[config.mk]
export PLATFORM = sky130hd
export DESIGN_NAME = dwa_scheduler_18
export DESIGN_NICKNAME = d
export VERILOG_FILES = /design/src/rtl/dwa_scheduler_18.sv
export SDC_FILE = /design/constraint.sdc
export NUM_CORES = 1
export LEC_CHECK = 0
export CORE_MARGIN = 2
export CORE_UTILIZATION = 60
export CTS_CLUSTER_DIAMETER = 150
export DETAILED_ROUTE_END_ITERATION = 6
export GPL_ROUTABILITY_DRIVEN = 0
export PLACE_DENSITY = 0.78
export SYNTH_ARGS = -nofsm -noshare
export SYNTH_HDL_FRONTEND = slang
export SYNTH_SLANG_ARGS = --single-unit
[constraint.sdc]
create_clock -name clk -period 6.16 [get_ports clk]
set_input_delay 1.232 -clock clk [delete_from_list [all_inputs] [get_ports clk]]
set_output_delay 1.232 -clock clk [all_outputs]
set_load 0.02 [all_outputs]
[src/rtl/dwa_scheduler_18.sv]
// dwa_scheduler_18: data-weighted-averaging element scheduler for the
// 18-element unary DAC array. Converts a 0..18 element count into an
// 18-bit enable word whose ones start at a rotating pointer.
// Optional macro BIDIR_DWA_EN: alternate rotation direction on every
// accepted DWA sample (forward, reverse, forward, ...).
module dwa_scheduler_18 #(
    parameter int NUM_EL = 18,
    parameter int CW     = 5
) (
    input  logic              clk,
    input  logic              rst,
    input  logic [CW-1:0]     code_in,
    input  logic              code_valid,
    input  logic              dwa_en,
    output logic [NUM_EL-1:0] elem_en,
    output logic              out_valid,
    output logic [CW-1:0]     ptr,
    output logic              sat
);

    localparam logic [CW-1:0] NMAX = CW'(NUM_EL);
    localparam logic [CW:0]   L6   = (CW+1)'(NUM_EL);

    logic [CW-1:0]     n;
    logic              sat_c;
    logic [CW:0]       p6, n6, sum6, dif6;
    logic [CW-1:0]     ptr_nxt;
    logic [NUM_EL-1:0] en_nxt;
    logic              dir_rev;

    // clamp the requested count to the array size
    always_comb begin
        sat_c = (code_in > NMAX);
        n     = sat_c ? NMAX : code_in;
    end

    assign p6 = {1'b0, ptr};
    assign n6 = {1'b0, n};

    // next pointer: 6-bit sum/difference reduced mod 18 by one correction step
    always_comb begin
        sum6    = p6 + n6;
        dif6    = p6 - n6;
        ptr_nxt = '0;
        if (dwa_en) begin
            if (dir_rev)
                ptr_nxt = CW'((p6 < n6) ? dif6 + L6 : dif6);
            else
                ptr_nxt = CW'((sum6 >= L6) ? sum6 - L6 : sum6);
        end
    end

    // per element: distance from the pointer along the rotation direction;
    // the element is on when that distance is below the count
    for (genvar i = 0; i < NUM_EL; i++) begin : g_el
        localparam logic [CW:0] IDX = (CW+1)'(i);
        logic [CW:0] off;
        always_comb begin
            if (!dwa_en)
                off = IDX;
            else if (dir_rev)
                off = (p6 > IDX) ? p6 - 6'd1 - IDX : p6 + L6 - 6'd1 - IDX;
            else
                off = (IDX >= p6) ? IDX - p6 : IDX + L6 - p6;
        end
        assign en_nxt[i] = (off < n6);
    end

`ifdef BIDIR_DWA_EN
    // direction flag: toggles per accepted DWA sample, forward in thermometer mode
    always_ff @(posedge clk or posedge rst) begin
        if (rst)
            dir_rev <= 1'b0;
        else if (code_valid)
            dir_rev <= dwa_en ? ~dir_rev : 1'b0;
    end
`else
    assign dir_rev = 1'b0;
`endif

    // output registers: update on accepted samples, pulses otherwise low
    always_ff @(posedge clk or posedge rst) begin
        if (rst) begin
            elem_en   <= '0;
            out_valid <= 1'b0;
            ptr       <= '0;
            sat       <= 1'b0;
        end else begin
            out_valid <= code_valid;
            sat       <= code_valid & sat_c;
            if (code_valid) begin
                elem_en <= en_nxt;
                ptr     <= ptr_nxt;
            end
        end
    end

endmodule

==> results of run 1 <==
-- cell usage after synthesis, types with 4 or more instances --
library cell | instances | area, µm²
xor2_1 | 5 | 43.8
a21oi_2 | 4 | 35.0
a22o_1 | 7 | 61.3
xnor2_1 | 46 | 403
nand2_1 | 59 | 221
a21oi_1 | 40 | 200
o31ai_1 | 5 | 37.5
nand2b_1 | 10 | 62.6
nor2_1 | 71 | 267
o211ai_1 | 11 | 82.6
clkbuf_1 | 23 | 86.3
ha_1 | 101 | 1260
a21o_1 | 8 | 60.1
o21ai_0 | 49 | 245
a21boi_0 | 7 | 52.6
nand3_1 | 15 | 75.1
inv_1 | 24 | 90.1
o21ai_1 | 5 | 25.0
buf_1 | 6 | 22.5
buf_2 | 13 | 65.1
dfrtp_1 | 25 | 626
o21a_1 | 5 | 37.5
o2111ai_1 | 4 | 35.0
nor3_1 | 5 | 25.0
a211oi_1 | 15 | 113
a31oi_1 | 7 | 43.8
mux2i_1 | 25 | 250
and2_1 | 5 | 31.3
nor2b_1 | 17 | 106
-- final cells by class --
type,count,area [µm²]
tap,108,135
multi-input combinational,586,4330
inverter,29,109
sequential,25,626
timing repair buffer,42,393
clock buffer,4,45.0
fill,759,2960
-- logic make-up (layout without fill, tap and decap cells) --
group	Yosys count	after routing	synth area share [%]
AOI/OAI and AO/OA	204	204	26.3
xor gates and xnor gates	51	51	8.52
adders and majority gates	102	102	24.5
buffers and inverters	72	75	5.54
DFF	25	25	11.9
muxes	29	29	5.63
and+or+nand+nor	200	200	17.5
-- final timing paths --
kind                       slack, ns     endpoint        from
min in group asynchronous       1.51  elem_en[13]         rst
min                             0.49   elem_en[9]  elem_en[9]
max in group asynchronous       3.99       ptr[3]         rst
min reg2reg                     0.49   elem_en[9]  elem_en[9]
max reg2reg                     2.04   elem_en[0]      ptr[2]
max                             1.88       ptr[1]  code_in[4]
-- metrics by stage --
step / setup slack [ns] / total power [W] / hold slack [ns] / area [µm²]
final: 1.88 / 0.00302 / 0.494 / 5640
after floorplan: 2.08 / 0.00224 / 0.595 / 5240
after global placement: 1.82 / 0.00278 / 0.472 / 5590
after CTS: 2.01 / 0.00298 / 0.502 / 5640
after global routing: 1.68 / 0.00330 / 0.515 / 5640
after detailed placement: 1.69 / 0.00285 / 0.472 / 5590
-- cell usage in the layout, fill, tap and decap left out, drive strengths merged, types with 3 or more instances in the layout --
master         Yosys  layout
a221oi             4       4
xnor2             46      46
a211oi            16      16
o21a               5       5
nor3               5       5
clkdlybuf4s50      0      32
nand2             59      59
a311oi             3       3
mux2               4       4
nor2b             18      18
nand2b            10      10
o2111ai            4       4
inv               27      27
or2                5       5
a21o               8       8
clkbuf            23       4
a31oi              7       7
o211ai            11      11
o21ai             54      54
mux2i             25      25
nand3             15      15
a211o              3       3
nor2              71      71
and2               5       5
dfrtp             25      25
a21boi             9       9
a22o               7       7
a21bo              3       3
nor3b              3       3
xor2               5       5
a21oi             44      44
buf               20      10
o31ai              5       5
ha               101     101
-- routing by layer --
| metal | global-route usage (%) | share of wire [%] |
|---|---|---|
| met1 | 44.2 | 43 |
| met2 | 50.9 | 45 |
| met3 | 4.17 | 8.9 |
| met4 | 9.94 | 2.8 |
| met5 | 0 | 0 |
-- flip-flops by register name, indices dropped and copies added (netlist names) --
name       count
sat            1
ptr            5
out_valid      1
elem_en       18
-- worst reg2reg max path: stages, from the launching register on --
cell      delay (ns)
dfrtp_1         0.39
inv_1           0.46
ha_1            0.52
ha_1            0.75
a21oi_2         0.24
o21ai_0         0.27
xnor2_1         0.15
nor2_1          0.06
ha_1            0.32
a21o_1          0.18
a21oi_1         0.12
o21ai_1         0.08
a221oi_1        0.30
mux2_2          0.20
-- power by group --
group	switching, W	total, W	leakage (nW)	internal, W
clock	0.0000648	0.000112	0.0228	0.0000467
combinational	0.00152	0.00264	2.12	0.00111
sequential	0.0000411	0.000277	0.303	0.000236
==> run summary, run 1 <==
outcome: complete, no violations
worst r2r path cells: 13
clk_lat worst skew: 0.29 ns
startpoint types: primary input
Mapped Avg Cell Area: 7.67 µm²
CP max stage delay: 0.69 ns
ant diodes: 0
drc violations: 0
critical path's top delay family: buffers and inverters
Static Leakage: 2.45 nW
hold depth: 1
Max IR drop VDD: 0.251 mV
Synth Register Bits: 25
Initial Util: 61.0%
clk slew on worst S/H paths: 0.10 ns
Hold-fix buffers, CTS: 0
Layout area overhead: 7.54%
TNS Setup: 0 ns
dpl cells: 790
vias: 5264
non-filler cells, final: 794
Core ar.: 8590 µm²
GRT Util Overall: 31.7%
share of cells above drive strength 1: 5.10%
Die Y: 97.5 µm
Worst Skew: 0.00341 ns
Final Hold Fails: 0
Buf/Inv on CP: 3
post-route ant nets: 0
actual slew at the worst max-slew pin: 1.21 ns
Tmin final: 4.28 ns
post-layout util: 65.6%
Worst Path Max Fanout: 21
Layout Nets: 798
max_slew headroom: 19.0%
synth unique cells: 66
Seq/Total Area, Yosys: 11.9%
CP arrival: 4.42 ns
Worst path depth: 10
WL/cell: 19.2 µm
FMAX: 0.234 GHz
Crit Path Class: primary input to register
Worst path most repeated cell: inv_1
initial antenna violation count: 0
PostCTS Resize Cnt: 0
vias per std cell: 6.63
Post-synth EDFFs: 0
Root Driver: clkbuf_8
Die X: 97.5 µm
CTS Buf Count: 3
slowest library cell on the worst path: inv_1
largest net degree at the start of global routing: 53
PD cells: 536 nW/µm²
synthesized cell area: 5240 µm²
CTS max path bufs: 2
TritonCTS clock tree: done
TritonCTS Sinks: 25
Top FF cell, synth: dfrtp_1
Final period util: 69.5%
Max-cap violations: 0
Detailed Routing Iterations Pass 1: 6
Max Slew Vio Count: 0
Setup violations, final: 0
Ys Warns: 0
grt ovf: 0
Data required, critical path: 6.30 ns
fraction of registers with async set/reset: 100%
Gate Count Post-Synth: 683
detailed placer's ending HPWL: 10.5 mm
WL final: 15.3 mm
Setup crit end kind: register
post-CTS setup buffer count: 0
# IOs: 34
worst hold path class: register to register
Post-Syn Nets: 794
H-tree Lvls: 1
CP Cell Sequence: clkdlybuf4s50_1, inv_1, nand2_1, inv_1, ha_1, nor2_1, a21oi_1, xnor2_1, o21a_1, o221ai_1
unrepaired setup endpoints after global routing: no
IO buf count: 33
row count: 34
Iteration-0 DRC Markers: 428
first-pass GRT wire length: 24.8 mm
number of global-route vias before repair: 4978
Total Die Area: 9500 µm²
No activity file was read; power rests on OpenSTA's default activity.
==> run 2, diff against run 1 <==
--- a/config.mk
+++ b/config.mk
@@ -6,11 +6,11 @@
 export NUM_CORES = 1
 export LEC_CHECK = 0
 export CORE_MARGIN = 2
-export CORE_UTILIZATION = 60
+export CORE_UTILIZATION = 56
 export CTS_CLUSTER_DIAMETER = 150
 export DETAILED_ROUTE_END_ITERATION = 6
 export GPL_ROUTABILITY_DRIVEN = 0
-export PLACE_DENSITY = 0.78
+export PLACE_DENSITY = 0.76
 export SYNTH_ARGS = -nofsm -noshare
 export SYNTH_HDL_FRONTEND = slang
 export SYNTH_SLANG_ARGS = --single-unit
==> constraint.sdc (replaced) <==
create_clock -name clk -period 3.9 [get_ports clk]
set_input_delay 0.78 -clock clk [delete_from_list [all_inputs] [get_ports clk]]
set_output_delay 0.78 -clock clk [all_outputs]
set_load 0.02 [all_outputs]
==> run summary, run 2 (synthesis gave the netlist of run 1 again) <==
outcome: complete, no violations
Setup violations, final: 0 (unchanged)
Largest regs: elem_en (18), ptr (5)
WL/cell: 19.8 µm (+3.1%)
met2 Usage GRT: 49.4% (-1.5 points)
Worst Path Max Fanout: 5 (-76%)
area of the multi-input gates: 4330 µm² (unchanged)
clk_lat worst skew: 0.30 ns (about the same)
Iteration-0 DRC Markers: 508 (+19%)
dpl cells: 808 (+2.3%)
non-filler cells, final: 812 (+2.3%)
Data required, critical path: 4.08 ns (-2.22 ns)
commonest non-fill, non-tap cell in the layout: ha_1
Layout area overhead: 9.84%
vias per std cell: 6.52 (-1.7%)
post-CTS setup buffer count: 0 (unchanged)
FMAX: 0.281 GHz
PD cells: 854 nW/µm² (+59%)
Setup crit end kind: register
slowest library cell on the worst path: fa_1
Crit Path Class: primary input to register
Max-cap violations: 0 (unchanged)
IO buf count: 33 (unchanged)
CP max stage delay: 0.59 ns (-0.10 ns)
Final Hold Fails: 0 (unchanged)
Buf/Inv on CP: 2 (-1)
Static Leakage: 2.52 nW (+2.9%)
clk slew on worst S/H paths: 0.12 ns (+0.02 ns)
post-route ant nets: 0 (unchanged)
Die Y: 101 µm (+3.4%)
fin area: 5760 µm² (+2.1%)
CTS Buf Count: 3 (unchanged)
Top reg by flops: elem_en
TNS Setup: 0 ns (unchanged)
detailed placer's ending HPWL: 11.4 mm (+8.6%)
max_slew headroom: 27.7% (+8.7 points)
Global Route met1 Usage: 45.4% (+1.1 points)
Worst Skew: 0.00395 ns (+0.000549 ns)
PostCTS Resize Cnt: 0 (unchanged)
share of cells above drive strength 1: 7.28% (+2.2 points)
critical path's top delay family: simple AND/OR/NAND/NOR gates
Final period util: 91.2%
actual slew at the worst max-slew pin: 1.08 ns (-0.132 ns)
grt ovf: 0 (unchanged)
Layout Nets: 813 (+1.9%)
largest net degree at the start of global routing: 53 (unchanged)
row count: 35 (+2.9%)
Detailed Routing Iterations Pass 1: 5 (-1)
max reg flops: 18 (unchanged)
GRT Util Overall: 32.5% (+0.75 points)
CP arrival: 3.73 ns (-0.69 ns)
Max Slew Vio Count: 0 (unchanged)
gr busiest metal: met2
Root Driver: clkbuf_8
CP Cell Sequence: clkdlybuf4s50_1, o31a_1, nor2b_1, ha_1, inv_1, fa_1, nand2_1, nor4_1, nand2b_1, o21a_1, o221ai_1
Post-DP Area: 5710 µm² (+2.1%)
worst hold path class: register to register
Core ar.: 9150 µm² (+6.5%)
layout filler cell count: 805 (+6.1%)
Seq. cell area: 626 µm² (unchanged)
Total Die Area: 10100 µm² (+6.8%)
Die X: 101 µm (+3.4%)
Hold-fix buffers, CTS: 0 (unchanged)
startpoint types: primary input
CTS max path bufs: 2 (unchanged)
first-pass GRT wire length: 26.1 mm (+5.2%)
TritonCTS Sinks: 25 (unchanged)
# IOs: 34 (unchanged)
commonest cells after routing, fill and taps aside: ha_1 (101), nor2_1 (71), nand2_1 (59)
vias: 5292 (+0.53%)
unrepaired setup endpoints after global routing: no
drc violations: 0 (unchanged)
ant diodes: 0 (unchanged)
R2R setup slack: 0.41 ns (-1.63 ns)
initial antenna violation count: 0 (unchanged)
H-tree Lvls: 1 (unchanged)
Max IR drop VDD: 0.494 mV (+97%)
WL final: 16.1 mm (+5.5%)
Tmin final: 3.56 ns
met3 usage: 5.27% (+1.1 points)
TritonCTS clock tree: done
number of global-route vias before repair: 5177 (+4.0%)
Initial Util: 57.3% (-3.7 points)
post-layout util: 62.9% (-2.7 points)
Min Hold Slack: 0.504 ns (+0.00975 ns)
-- run 2: area by class of cell --
class	instances	area share (%)
Sequential cell	25	10.9
Clock inverter	1	0.130
Timing Repair Buffer	57	8.78
Clock buffer	3	0.717
Tap cell	111	2.41
Multi-Input combinational cell	586	75.2
Inverter	29	1.89
-- run 2: worst paths after layout --
| path | start | to | cells past startpoint |
|---|---|---|---|
| setup / recovery | code_in[1] | ptr[1] | 11 |
| hold / removal | elem_en[2] | elem_en[2] | 1 |
| setup reg to reg | ptr[3] | elem_en[2] | 13 |
| hold reg to reg | elem_en[2] | elem_en[2] | 1 |
| max in group asynchronous | rst | elem_en[12] | 2 |
| min in group asynchronous | rst | elem_en[5] | 2 |
-- run 2: power by group --
group          total [W]  internal [W]  switching (W)
combinational    0.00427       0.00182        0.00245
clock           0.000193     0.0000734       0.000120
sequential      0.000455      0.000372      0.0000834
total            0.00492       0.00226        0.00265
-- run 2: per-layer routing --
layer	share of wire, %	up-vias
li1	-	2481
met1	44	2486
met2	44	287
met3	10	38
met4	2.4	0
met5	0	-
-- run 2: per-stage QoR --
stage	worst slack (ns)	total power [W]
finish	0.344	0.00492
global route	0.185	0.00537
CTS	0.497	0.00483
detailed placement	0.207	0.00462
global placement	0.333	0.00447
floorplan	0.170	0.00354
-- run 2: worst register-to-register path, stage by stage (launching register included) --
cell and delay [ns]:
dfrtp_1 0.43, clkinv_1 0.08, ha_1 0.45, ha_1 0.58, buf_4 0.27, a22o_1 0.31, mux2i_1 0.25, xnor2_1 0.14
nor2_1 0.06, ha_1 0.31, a21oi_1 0.14, a21boi_0 0.10, o21a_1 0.18, o2bb2ai_1 0.11
==> run 3, diff against run 2 <==
--- a/config.mk
+++ b/config.mk
@@ -11,6 +11,7 @@
 export DETAILED_ROUTE_END_ITERATION = 6
 export GPL_ROUTABILITY_DRIVEN = 0
 export PLACE_DENSITY = 0.76
+export SETUP_SLACK_MARGIN = 0.02
 export SYNTH_ARGS = -nofsm -noshare
 export SYNTH_HDL_FRONTEND = slang
 export SYNTH_SLANG_ARGS = --single-unit
==> results of run 3 <==
Same layout as run 2: the final DEF is identical, and so are final timing and power.
